### src/rtl/mux8_outreg_frame_config_pkg.sv
// Shared constants for the mux8 output register BEL: config bit positions
// and tap indices (0=AB, 1=AD, 2=AH, 3=EF).
package mux8_outreg_frame_config_pkg;

    localparam int NUM_TAPS  = 4;

    localparam int BYP_LSB   = 0;
    localparam int INIT_LSB  = 4;
    localparam int SHIFT_BIT = 8;
    localparam int SRE_BIT   = 9;
    localparam int ENI_BIT   = 10;

    localparam int TAP_AB    = 0;
    localparam int TAP_AD    = 1;
    localparam int TAP_AH    = 2;
    localparam int TAP_EF    = 3;

endpackage

### src/rtl/mux8_outreg_frame_config_if.sv
// Switch-matrix side signals of the output register BEL: enable, the four
// mux taps coming in, the four (possibly bypassed) taps and serial out.
interface mux8_outreg_frame_config_if;

    logic EN;
    logic I_AB;
    logic I_AD;
    logic I_AH;
    logic I_EF;
    logic Q_AB;
    logic Q_AD;
    logic Q_AH;
    logic Q_EF;
    logic SO;

    modport master (
        output EN, I_AB, I_AD, I_AH, I_EF,
        input  Q_AB, Q_AD, Q_AH, Q_EF, SO
    );

    modport slave (
        input  EN, I_AB, I_AD, I_AH, I_EF,
        output Q_AB, Q_AD, Q_AH, Q_EF, SO
    );

endinterface

### src/rtl/mux8_outreg_frame_config_outreg_ff_cell.sv
// One output tap: a flop with sync init, enable and parallel/shift D-select,
// followed by a registered-or-bypass output mux.

// Plain 2:1 mux used for the bypass selection.
module my_mux2 (
    input  logic A0,
    input  logic A1,
    input  logic S,
    output logic X
);

    assign X = S ? A1 : A0;

endmodule

module outreg_ff_cell (
    input  logic clk,
    input  logic srst,      // already gated by the SR enable bit
    input  logic init,      // value loaded on reset
    input  logic en,        // effective enable
    input  logic shift,     // 1: load from chain neighbour instead of the tap
    input  logic d_par,     // tap input from the mux
    input  logic d_shift,   // previous stage of the shift chain
    input  logic byp,       // bypass request, ignored in shift mode
    output logic r,
    output logic q
);

    logic r_reg;
    logic byp_eff;

    // Reset beats enable; the register keeps loading even while bypassed so
    // dropping the bypass later shows the most recent capture immediately.
    always_ff @(posedge clk) begin
        if (srst) begin
            r_reg <= init;
        end else if (en) begin
            r_reg <= shift ? d_shift : d_par;
        end
    end

    assign r       = r_reg;
    assign byp_eff = byp & ~shift;

    my_mux2 u_byp_mux (
        .A0 (r_reg),
        .A1 (d_par),
        .S  (byp_eff),
        .X  (q)
    );

endmodule

### src/rtl/mux8_outreg_frame_config.sv
// Registered output stage for the 8-input mux BEL. Decodes the frame config
// bits, forms the effective enable and wires four cells into either four
// independent flops or a 4-bit shift chain (AB -> AD -> AH -> EF -> SO).
module mux8_outreg_frame_config
    import mux8_outreg_frame_config_pkg::*;
#(
    parameter int NoConfigBits = 11
) (
    input  logic                    UserCLK,
    input  logic                    SR,
    mux8_outreg_frame_config_if.slave bus,
    input  logic [NoConfigBits-1:0] ConfigBits
);

    logic [NUM_TAPS-1:0] c_byp;
    logic [NUM_TAPS-1:0] c_init;
    logic                c_shift;
    logic                c_sre;
    logic                c_eni;

    logic                en_eff;
    logic                srst;
    logic [NUM_TAPS-1:0] d_vec;
    logic [NUM_TAPS-1:0] shift_in;
    logic [NUM_TAPS-1:0] r_vec;
    logic [NUM_TAPS-1:0] q_vec;

    assign c_byp   = ConfigBits[BYP_LSB  +: NUM_TAPS];
    assign c_init  = ConfigBits[INIT_LSB +: NUM_TAPS];
    assign c_shift = ConfigBits[SHIFT_BIT];
    assign c_sre   = ConfigBits[SRE_BIT];
    assign c_eni   = ConfigBits[ENI_BIT];

    assign en_eff  = c_eni | bus.EN;
    assign srst    = c_sre & SR;

    assign d_vec[TAP_AB] = bus.I_AB;
    assign d_vec[TAP_AD] = bus.I_AD;
    assign d_vec[TAP_AH] = bus.I_AH;
    assign d_vec[TAP_EF] = bus.I_EF;

    generate
        for (genvar gi = 0; gi < NUM_TAPS; gi++) begin : g_cell
            // The chain head is fed from the AB tap; every other stage
            // takes the previous stage's register.
            if (gi == 0) begin : g_head
                assign shift_in[gi] = d_vec[TAP_AB];
            end else begin : g_link
                assign shift_in[gi] = r_vec[gi-1];
            end

            outreg_ff_cell u_cell (
                .clk     (UserCLK),
                .srst    (srst),
                .init    (c_init[gi]),
                .en      (en_eff),
                .shift   (c_shift),
                .d_par   (d_vec[gi]),
                .d_shift (shift_in[gi]),
                .byp     (c_byp[gi]),
                .r       (r_vec[gi]),
                .q       (q_vec[gi])
            );
        end
    endgenerate

    assign bus.Q_AB = q_vec[TAP_AB];
    assign bus.Q_AD = q_vec[TAP_AD];
    assign bus.Q_AH = q_vec[TAP_AH];
    assign bus.Q_EF = q_vec[TAP_EF];
    assign bus.SO   = r_vec[TAP_EF];

endmodule
### src/flat_wrapper.sv
// flat-port wrapper written by rule: the top's interface ports become plain ports
module mux8_outreg_frame_config_flat import mux8_outreg_frame_config_pkg::*;
#(
    parameter int NoConfigBits = 11
)
  (UserCLK, SR, ConfigBits, bus_EN, bus_I_AB, bus_I_AD, bus_I_AH, bus_I_EF, bus_Q_AB, bus_Q_AD, bus_Q_AH, bus_Q_EF, bus_SO);
  mux8_outreg_frame_config_if bus_i ();
  input  logic UserCLK;
  input  logic SR;
  input  logic [NoConfigBits-1:0] ConfigBits;
  input wire logic [$bits(bus_i.EN)-1:0] bus_EN;
  input wire logic [$bits(bus_i.I_AB)-1:0] bus_I_AB;
  input wire logic [$bits(bus_i.I_AD)-1:0] bus_I_AD;
  input wire logic [$bits(bus_i.I_AH)-1:0] bus_I_AH;
  input wire logic [$bits(bus_i.I_EF)-1:0] bus_I_EF;
  output wire logic [$bits(bus_i.Q_AB)-1:0] bus_Q_AB;
  output wire logic [$bits(bus_i.Q_AD)-1:0] bus_Q_AD;
  output wire logic [$bits(bus_i.Q_AH)-1:0] bus_Q_AH;
  output wire logic [$bits(bus_i.Q_EF)-1:0] bus_Q_EF;
  output wire logic [$bits(bus_i.SO)-1:0] bus_SO;
  assign bus_i.EN = bus_EN;
  assign bus_i.I_AB = bus_I_AB;
  assign bus_i.I_AD = bus_I_AD;
  assign bus_i.I_AH = bus_I_AH;
  assign bus_i.I_EF = bus_I_EF;
  assign bus_Q_AB = bus_i.Q_AB;
  assign bus_Q_AD = bus_i.Q_AD;
  assign bus_Q_AH = bus_i.Q_AH;
  assign bus_Q_EF = bus_i.Q_EF;
  assign bus_SO = bus_i.SO;
  mux8_outreg_frame_config #(.NoConfigBits(NoConfigBits)) u_core (.UserCLK(UserCLK), .SR(SR), .bus(bus_i), .ConfigBits(ConfigBits));
endmodule
### config.mk
export PLATFORM = sky130hd
export DESIGN_NAME = mux8_outreg_frame_config_flat
export DESIGN_NICKNAME = d
export VERILOG_FILES = /design/src/rtl/mux8_outreg_frame_config_pkg.sv /design/src/rtl/mux8_outreg_frame_config_if.sv /design/src/rtl/mux8_outreg_frame_config_outreg_ff_cell.sv /design/src/rtl/mux8_outreg_frame_config.sv /design/src/flat_wrapper.sv
export SDC_FILE = /design/constraint.sdc
export NUM_CORES = 1
export LEC_CHECK = 0
export ABC_CLOCK_PERIOD_IN_PS = 1100
export BUFFER_PORTS_ARGS = -buffer_cell sky130_fd_sc_hd__buf_2
export CAP_MARGIN = 20
export CORE_AREA = 2 2 39 41
export DETAILED_ROUTE_END_ITERATION = 6
export DIE_AREA = 0 0 41 43
export PLACE_DENSITY = 0.61
export SYNTH_ARGS = -nofsm -noshare
export SYNTH_HDL_FRONTEND = slang
export SYNTH_SLANG_ARGS = --single-unit
### constraint.sdc
create_clock -name UserCLK -period 1.1 [get_ports UserCLK]
set_input_delay 0.22 -clock UserCLK [delete_from_list [all_inputs] [get_ports UserCLK]]
set_output_delay 0.22 -clock UserCLK [all_outputs]
set_load 0.01 [all_outputs]
* Yosys cells after proc, flatten, opt, wreduce, memory -nomap -nowiden *
Index checks and enable logic that the tools add are counted.

word-level totals
  register bits = 4
  input bits = 18
  output and inout bits = 5
  word-level logic and storage cells = 27

operators by class
  multiplexer cells = 15
  bitwise operators = 7
  reductions and logical operators = 1

operators with widths
  kind                count
  1-bit 2-to-1 mux    15
  1-bit bitwise AND   5
  2-bit nonzero test  1
  1-bit NOT           1
  1-bit OR            1

* Depth between registers and ports, before layout *
Gate-level depths: netlist of run 1.

  depth in word-level cells = 3
  mapped depth = 3
  gate-level depth less buffers = 2

* Hierarchy *
A second synthesis of run 1 with hierarchy kept.

second synthesis, totals
  cell total of the unflattened synthesis = 30
  area total of the unflattened synthesis = 327.8 µm²

by module, submodules not included
  module                    instances  cells each  area each (µm²)  seq. area each (µm²)
  outreg_ff_cell            4          6           63.8             30.0
  my_mux2                   4          1           15.0             0.0
  mux8_outreg_frame_config  1          2           12.5             0.0

* Worst setup path before layout of run 1 *
No wires, ideal clock.

  path kind = input-to-output
  start = input port ConfigBits[8]
  end = output port bus_Q_AB
  arrival = 0.802 ns
  data required time = 0.880 ns
  path slack = 0.078 ns
  stages on the path = 3
  path buffers = 1
  path through = buf_6 nor2b_1 mux2_2

on the way
  word-level cells in the longest chain between the ends = 3

ends and longest elaborated chain
  what               line                                           text
  start, declared    flat_wrapper.sv:10                             input logic [NoConfigBits-1:0] ConfigBits;
  1-bit NOT          mux8_outreg_frame_config_outreg_ff_cell.sv:43  assign byp_eff = byp & ~shift;
  1-bit bitwise AND  mux8_outreg_frame_config_outreg_ff_cell.sv:43
  1-bit 2-to-1 mux   mux8_outreg_frame_config_outreg_ff_cell.sv:12  assign X = S ? A1 : A0;
  end, declared      flat_wrapper.sv:16                             output wire logic [$bits(bus_i.Q_AB)-1:0] bus_Q_AB;

Every way passes these cells.

* Worst setup path after layout of run 1 *
  start = register u_core.g_cell[1].u_cell.r_reg
  end = output port bus_Q_AD

on the way
  word-level cells in the longest chain between the ends = 1

ends and longest elaborated chain
  what                    line                                           text
  start, declared         mux8_outreg_frame_config_outreg_ff_cell.sv:29  logic r_reg;
  start signal, assigned  mux8_outreg_frame_config_outreg_ff_cell.sv:36  r_reg <= init;
  start signal, assigned  mux8_outreg_frame_config_outreg_ff_cell.sv:38  r_reg <= shift ? d_shift : d_par;
  1-bit 2-to-1 mux        mux8_outreg_frame_config_outreg_ff_cell.sv:12
  end, declared           flat_wrapper.sv:17                             output wire logic [$bits(bus_i.Q_AD)-1:0] bus_Q_AD;

Every way passes these cells.

==> flow_summary.yaml, run 1 <==
routing:
  vias: 293
  ant_nets: 0
  viasPerCell: 4.309
  first_pass_iters: 4
  drc: 0
  routedWlPerCell_um: 10.26
  wirelength_um: 698
  drt_first_iter_violations: 1
timing:
  period_minus_slack_ps: 1236
  setup_ws_ps: -136.2
  rsz0062_at_grt: "yes"
  setup_violations: 4
  hold_viol_final: 0
  worst_slew_pin_slew_ps: 140.9
  drv_slew: 0
  period_share: 1.124
  slew-limit-headroom: 0.9034
  finalSetupTns_ps: -504.2
  fmax_mhz: 809.0
  finalClockSkew_ps: 2.307
layout:
  nets: 72
  final_common_cell: "buf_2"
  stdcell_count: 68
  final_layout_size_suffix_gt1_frac: 0.6731
  area_delta_synth_final_pct: 64.44
  largest_reg_flops: 4
  utilization: 0.3553
  diodes: 0
  final_cell_mix: "buf_2, buf_6, edfxtp_1"
worst_setup_path:
  path_cells: "mux2_2, buf_6"
  start_kind: "register"
  cpPeakStageDelay_ps: 380
  critPathCaptureType: "primary output"
  r2r-start: "u_core.g_cell[0].u_cell.r$_DFFE_PP_"
  cp_max_fo: 2
  worst_ep_required_time_ps: 880
  r2r_setup_slack_ps: 210
  critPathKind: "reg2out"
  crit_arrival_ps: 1020
  reg2reg_to: "u_core.g_cell[1].u_cell.r$_DFFE_PP_"
  r2r_cells: 2
  slowest_stage: "edfxtp_1"
yosys:
  ys_ff_latch: 4
  netlist.top_cell.by_area: "edfxtp_1"
  syn_nets: 43
  synth.top_cells.by_area: "edfxtp_1, mux2_2, mux2i_1, nor2b_1, nand3_1"
  syn_inst: 25
  avgSynthCellArea_um2: 11.96
  synth_top_area_frac: 0.4017
  synth.distinct_cells: 11
  syn_area_um2: 299.0
  yosysWarnings: 0
  ys_seq_area_frac: 0.4017
min_path:
  hold_class: "in2reg"
  holdPathStages: 2
  holdPathEnd: "u_core.g_cell[0].u_cell.r$_DFFE_PP_"
  min_from: "ConfigBits[4]"
floorplan:
  num_rows: 14
  die_area_mm2: 0.001763
  core_area_mm2: 0.001384
  die_x_um: 41
  num_io_pins: 23
  initial_core_util: 0.2161
  die_h_um: 43
global_routing:
  grtUsageTotal: 0.09586
  grt-ovfl-total: 0
  grt_pass1_wl_um: 1076
  antenna_found_initial: 0
  grt_max_degree: 6
  grt_pass1_vias: 273
place:
  numPortBuffers: 22
  place_inst: 65
  pre_cts_slack_ps: -65.45
  dp_hpwl_um: 605.5
  gp_congestion: 0.6637
run_status:
  outcome: "complete, but fails checks"
  failed_checks: "setup timing"
pwr:
  p_per_area_mw_per_mm2: 1129
  leakage_nw: 0.2388
  peakVddDrop_v: 0.0004095
  p_total_uw: 555.0
clock_tree:
  root_buffer: "clkbuf_4"
  clock_path_buffers: 2
  cts_tree: "built"
  clkSinkCount: 4
  cts_max_level: 1
  path_clk_slew_ps: 40
  postCtsSetupRepairBufs: 0
  postCtsHoldBufs: 0
  clock_latency_ps: 240
  cts_buffers: 3
job:
  max_cap_viol_count: 0
## per-layer routing
layer,routed length [um],track usage,share of wire,up-vias
li1,-,-,-,148
met1,276,0.09804,0.40,128
met2,347,0.1469,0.50,17
met3,74,0.04712,0.11,0
met4,0,0.06000,0,0
met5,0,0,0,-
## worst max-delay path, delay by kind of cell (launching register included)
family / cells / cell delay, ps
mux: 1 / 280
flops: 1 / 380
buf+inv: 1 / 120
## synthesized netlist by cell type
cell / n
edfxtp_1: 4
nand2b_4: 1
nand3_1: 3
or3_1: 1
mux2i_1: 3
and2_4: 1
o21ai_0: 3
nor2b_1: 3
buf_6: 1
mux2_4: 1
mux2_2: 4
## report_power, final
| part | internal, mW | switching (mW) |
|---|---|---|
| registers | 0.193 | 0.00868 |
| logic | 0.109 | 0.0634 |
| clock network | 0.122 | 0.0588 |
| total | 0.424 | 0.131 |
## stage by stage
stage | instance area, um2 | hold WS (ps)
3_3_place_gp | 440.4 | 523.7
2_1_floorplan | 299.0 | 428.8
3_5_place_dp | 440.4 | 526.7
5_1_grt | 491.7 | 294.7
6_report | 491.7 | 287.6
4_1_cts | 491.7 | 285.6
## final cells by class
class	count	area, um2
fill	144	892.1
sequential	4	120.1
timing repair buffer	25	157.7
tap	16	20.02
clock buffer	3	22.52
multi-input combinational	20	171.4
## how the worst max path moves through the flow
stage | from | endpoint | slack (ps)
floorplan | ConfigBits[8] | bus_Q_AB | 80
global placement | ConfigBits[8] | bus_Q_AD | -60
detailed placement | ConfigBits[8] | bus_Q_AD | -70
CTS | u_core.g_cell[1].u_cell.r$_DFFE_PP_ | bus_Q_AD | -150
global route | u_core.g_cell[2].u_cell.r$_DFFE_PP_ | bus_Q_AH | -190
finish | u_core.g_cell[1].u_cell.r$_DFFE_PP_ | bus_Q_AD | -140
## timing repair
action / CTS / global route
endpoints found under the setup margin: 4 / 4
pin swaps: 0 / 0
gates resized for setup: 5 / 0
## logic make-up after synthesis
| kind of cell | synth area share |
|---|---|
| AND/OR/NAND/NOR | 0.2092 |
| multiplexers | 0.3012 |
| flip-flops | 0.4017 |
| AO/OA/AOI/OAI | 0.05019 |
| buffers and inverters | 0.03765 |
No activity file was read; power rests on OpenSTA's default activity.
==> inputs of run 2 (changes only) <==
--- a/config.mk
+++ b/config.mk
@@ -11,7 +11,9 @@
 export CORE_AREA = 2 2 39 41
 export DETAILED_ROUTE_END_ITERATION = 6
 export DIE_AREA = 0 0 41 43
+export GPL_TIMING_DRIVEN = 0
 export PLACE_DENSITY = 0.61
+export SKIP_CTS_REPAIR_TIMING = 1
 export SYNTH_ARGS = -nofsm -noshare
 export SYNTH_HDL_FRONTEND = slang
 export SYNTH_SLANG_ARGS = --single-unit
==> run 2 against run 1 <==
- the run still ends with setup timing left
- maximum frequency up 0.47%
- global-route usage is 0.91 points lower
- cell area fell by 1.8%
- combinational power is essentially flat
- critical endpoint is now bus_Q_AB
- largest power group unchanged
==> flow_summary.yaml, run 2 (synthesized netlist as in run 1, its figures left out) <==
pwr:
  leakage_nw: 0.2313
  sw_frac_of_total: 0.2336
  internal-power_uw: 424.5
  peakVddDrop_v: 0.0004582
  pwr-share-seq: 0.363
  clkPwrFrac: 0.326
  p_total_uw: 553.8
  p_switching_uw: 129.4
  p_per_area_mw_per_mm2: 1147
  pwr-share-comb: 0.311
worst_setup_path:
  crit_arrival_ps: 1010
  worst_ep_required_time_ps: 880
  cp_max_fo: 2
  start_kind: "register"
  r2r_setup_slack_ps: 100
  critPathCaptureType: "primary output"
  r2r-start: "u_core.g_cell[0].u_cell.r$_DFFE_PP_"
  critPathKind: "reg2out"
  reg2reg_to: "u_core.g_cell[1].u_cell.r$_DFFE_PP_"
  r2r_cells: 3
routing:
  ant_nets: 0
  drt_first_iter_violations: 5
  drc: 0
  wirelength_um: 629
  vias: 264
  first_pass_iters: 2
  routedWlPerCell_um: 9.530
  viasPerCell: 4.000
timing:
  rsz0062_at_grt: "yes"
  period_share: 1.118
  finalSetupTns_ps: -487.4
  hold_viol_final: 0
  fmax_mhz: 812.8
  finalClockSkew_ps: 4.041
  setup_ws_ps: -130.3
  slew-limit-headroom: 0.9069
  period_minus_slack_ps: 1230
  worst_slew_pin_slew_ps: 135.7
  drv_slew: 0
  setup_violations: 4
  holdWs_ps: 288.6
place:
  placed_cell_area_um2: 424.2
  place_inst: 62
  numPortBuffers: 21
  gp_congestion: 0.6805
  pre_cts_slack_ps: -76.68
clock_tree:
  cts_buffers: 3
  cts_max_level: 1
  cts_tree: "built"
  clkSinkCount: 4
  path_clk_slew_ps: 40
  root_buffer: "clkbuf_4"
  clock_latency_ps: 240
  clock_path_buffers: 2
run_status:
  failed_checks: "setup timing"
  outcome: "complete, but fails checks"
global_routing:
  met2_usage: 0.1031
  grt.met1_usage: 0.1111
  grt_max_degree: 8
  antenna_found_initial: 0
  met3_usage: 0.03665
  grt_pass1_vias: 241
  grt-ovfl-total: 0
  grtUsageTotal: 0.08678
  grt_pass1_wl_um: 972
  grt_busiest_layer: "met1"
layout:
  largest_reg_flops: 4
  final_cell_mix: "buf_2, buf_6, edfxtp_1"
  stdcell_count: 66
  utilization: 0.3490
  final_common_cell: "buf_2"
  final_layout_size_suffix_gt1_frac: 0.6600
  stdcell_area_um2: 483.0
  nets: 70
  diodes: 0
  area_delta_synth_final_pct: 61.51
floorplan:
  die_x_um: 41
  num_io_pins: 23
  initial_core_util: 0.2161
  die_h_um: 43
  die_area_mm2: 0.001763
  num_rows: 14
  core_area_mm2: 0.001384
min_path:
  holdPathStages: 2
  holdPathEnd: "u_core.g_cell[0].u_cell.r$_DFFE_PP_"
  min_from: "ConfigBits[4]"
  hold_class: "in2reg"
job:
  max_cap_viol_count: 0
[run 2: worst max-delay path by stage]
stage | from | end | cells after the start | slack (ps)
final | u_core.g_cell[0].u_cell.r$_DFFE_PP_ | bus_Q_AB | 2 | -130
after global routing | u_core.g_cell[2].u_cell.r$_DFFE_PP_ | bus_Q_AH | 2 | -190
after CTS | u_core.g_cell[2].u_cell.r$_DFFE_PP_ | bus_Q_AH | 2 | -150
after detailed placement | ConfigBits[9] | u_core.g_cell[3].u_cell.r$_DFFE_PP_ | 3 | -80
after global placement | ConfigBits[9] | u_core.g_cell[3].u_cell.r$_DFFE_PP_ | 3 | -60
after floorplan | ConfigBits[8] | bus_Q_AB | 3 | 80
[run 2: power by group through the flow]
stage | Clock [mW] | Sequential (mW) | Combinational, mW
2_1_floorplan | 0 | 0.204 | 0.0749
3_3_place_gp | 0 | 0.204 | 0.136
3_5_place_dp | 0 | 0.203 | 0.139
4_1_cts | 0.189 | 0.201 | 0.139
5_1_grt | 0.209 | 0.203 | 0.188
6_report | 0.181 | 0.201 | 0.172
[run 2: worst max-delay path, stage by stage (launching register included)]
cell and delay [ps]:
edfxtp_1 380, mux2_2 280, buf_6 120
[run 2: final cells by class]
type                            count  area [um2]
Buffer                              1       11.26
Clock buffer                        3       22.52
Fill cell                         144       900.9
Multi-Input combinational cell     20       171.4
Sequential cell                     4       120.1
Tap cell                           16       20.02
Timing Repair Buffer               22       137.6
[run 2: per-layer routing]
| layer | wire (um) | vias to the layer above |
|---|---|---|
| met5 | 0 | - |
| met4 | 0 | 0 |
| met3 | 77 | 0 |
| met2 | 288 | 15 |
| met1 | 262 | 104 |
| li1 | - | 145 |
==> inputs of run 3 (changes only) <==
--- a/config.mk
+++ b/config.mk
@@ -12,8 +12,9 @@
 export DETAILED_ROUTE_END_ITERATION = 6
 export DIE_AREA = 0 0 41 43
 export GPL_TIMING_DRIVEN = 0
-export PLACE_DENSITY = 0.61
+export PLACE_DENSITY = 0.64
 export SKIP_CTS_REPAIR_TIMING = 1
 export SYNTH_ARGS = -nofsm -noshare
 export SYNTH_HDL_FRONTEND = slang
+export SYNTH_HIERARCHICAL = 1
 export SYNTH_SLANG_ARGS = --single-unit
==> run 3 against run 2 <==
- the run still ends with setup timing left
- via count grew 10%
- setup slack improved by 0.75 ps
- first-iteration DRC count rose by 60%
- critical path type unchanged
==> flow_summary.yaml, run 3 <==
run_status:
  outcome: "complete, but fails checks"
  failed_checks: "setup timing"
timing:
  period_share: 1.118
  slew-limit-headroom: 0.7849
  setup_ws_ps: -129.6
  hold_viol_final: 0
  worst_slew_pin_slew_ps: 322.6
  fmax_mhz: 813.3
  rsz0062_at_grt: "yes"
  period_minus_slack_ps: 1230
  finalSetupTns_ps: -508.2
  drv_slew: 0
  finalClockSkew_ps: 3.690
  setup_violations: 4
global_routing:
  grt_max_degree: 13
  grt_busiest_layer: "met4"
  grt_pass1_vias: 233
  met2_usage: 0.09063
  antenna_found_initial: 0
  grt-ovfl-total: 0
  grt_pass1_wl_um: 807
  grtUsageTotal: 0.07583
  grt.met1_usage: 0.08224
  met3_usage: 0.03141
yosys:
  synth-async-reset-ratio: 0
  syn_inst: 30
  synth_ff_type: "edfxtp_1"
  avgSynthCellArea_um2: 10.93
  ys_seq_area_frac: 0.3664
  yosysWarnings: 6
  netlist.top_cell.by_area: "edfxtp_1"
  syn_area_um2: 327.8
  synth.distinct_cells: 8
  synth.top_cells.by_area: "edfxtp_1, mux2_4, mux2i_1, and2b_2, or2_1"
  synth_top_area_frac: 0.3664
  ys_ff_latch: 4
  syn_nets: 48
  synth_edf_count: 4
  yosysMostFrequentCell: "or2_1"
routing:
  first_pass_iters: 3
  ant_nets: 0
  vias: 291
  drc: 0
  viasPerCell: 4.042
  wirelength_um: 613
  drt_first_iter_violations: 8
  routedWlPerCell_um: 8.514
clock_tree:
  root_buffer: "clkbuf_4"
  cts_max_level: 1
  path_clk_slew_ps: 40
  clock_path_buffers: 2
  clock_latency_ps: 230
  cts_buffers: 3
  clkSinkCount: 4
  cts_tree: "built"
layout:
  final_common_cell: "buf_2"
  utilization: 0.3752
  area_delta_synth_final_pct: 58.40
  nets: 76
  final_layout_size_suffix_gt1_frac: 0.6071
  stdcell_area_um2: 519.2
  final_cell_mix: "buf_2, buf_6, or2_1"
  largest_reg_flops: 4
  diodes: 0
worst_setup_path:
  path_cells: "mux2_4, buf_6"
  critical_path_depth: 2
  slowest_stage: "edfxtp_1"
  cp_max_fo: 2
  crit_buf_inv: 1
  worst_ep_required_time_ps: 880
  cpPeakStageDelay_ps: 380
  cp_top_family: "flip-flops"
  startpoint: "u_core/g_cell[1].u_cell/r$_DFFE_PP_"
  r2r_setup_slack_ps: 90
  crit_arrival_ps: 1010
  worstSetupEndpoint: "bus_Q_AD"
  critPathKind: "reg2out"
  critPathCaptureType: "primary output"
  start_kind: "register"
  reg2reg_to: "u_core/g_cell[2].u_cell/r$_DFFE_PP_"
  r2r-start: "u_core/g_cell[1].u_cell/r$_DFFE_PP_"
  r2r_cells: 3
floorplan:
  num_io_pins: 23
  die_area_mm2: 0.001763
  core_area_mm2: 0.001384
  num_rows: 14
  die_x_um: 41
  initial_core_util: 0.2369
  die_h_um: 43
place:
  dp_hpwl_um: 490
  numPortBuffers: 22
  gp_congestion: 0.6813
  pre_cts_slack_ps: -199.7
  placed_cell_area_um2: 457.9
pwr:
  p_per_area_mw_per_mm2: 1099
  peakVddDrop_v: 0.0003965
  leakage_nw: 0.2535
min_path:
  hold_class: "in2reg"
job:
  max_cap_viol_count: 0
[run 3: metal layers]
layer  wire length (um)  part of all wire
met1                274              0.45
met3                 67              0.11
met5                  0                 0
met4                  0                 0
met2                272              0.44
[run 3: worst reg2reg max path, cell delays in order (launching register included)]
cell,delay (ps)
edfxtp_1,380
buf_4,140
mux2i_1,150
o21ai_1,70
[run 3: logic make-up after synthesis]
| group | after synthesis | share of synthesized area |
|---|---|---|
| simple gates | 14 | 0.2672 |
| mux | 8 | 0.3054 |
| compound gates | 4 | 0.06107 |
| flops | 4 | 0.3664 |
[run 3: layout make-up]
| type | count | area (um2) |
|---|---|---|
| timing repair buffer | 23 | 148.9 |
| clock buffer | 3 | 22.52 |
| multi-input combinational | 26 | 207.7 |
| fill | 147 | 864.6 |
| tap | 16 | 20.02 |
| sequential | 4 | 120.1 |
[run 3: report_power, final]
| part | internal, mW | switching [mW] | leakage, nW | total (mW) |
|---|---|---|---|---|
| Combinational | 0.121 | 0.0654 | 0.198 | 0.186 |
| Clock | 0.122 | 0.0588 | 0.0138 | 0.181 |
| Sequential | 0.194 | 0.00943 | 0.0419 | 0.203 |
| Total | 0.437 | 0.134 | 0.253 | 0.571 |
[run 3: metrics by stage]
| step | hold WS [ps] | total power, mW | instances |
|---|---|---|---|
| floorplan | 413.5 | 0.2929 | 30 |
| global placement | 502.0 | 0.3551 | 68 |
| detailed placement | 507.9 | 0.3577 | 68 |
| CTS | 266.6 | 0.5465 | 71 |
| global route | 280.1 | 0.6003 | 72 |
| finish | 275.8 | 0.5706 | 72 |
[run 3: worst min-delay path by stage]
stage | start | to | depth (start not counted) | slack (ps)
after floorplan | ConfigBits[4] | u_core/g_cell[0].u_cell/r$_DFFE_PP_ | 2 | 410
after global placement | ConfigBits[7] | u_core/g_cell[3].u_cell/r$_DFFE_PP_ | 3 | 500
after detailed placement | ConfigBits[7] | u_core/g_cell[3].u_cell/r$_DFFE_PP_ | 3 | 510
after CTS | ConfigBits[7] | u_core/g_cell[3].u_cell/r$_DFFE_PP_ | 3 | 270
after global routing | ConfigBits[7] | u_core/g_cell[3].u_cell/r$_DFFE_PP_ | 3 | 280
final | ConfigBits[4] | u_core/g_cell[0].u_cell/r$_DFFE_PP_ | 3 | 280
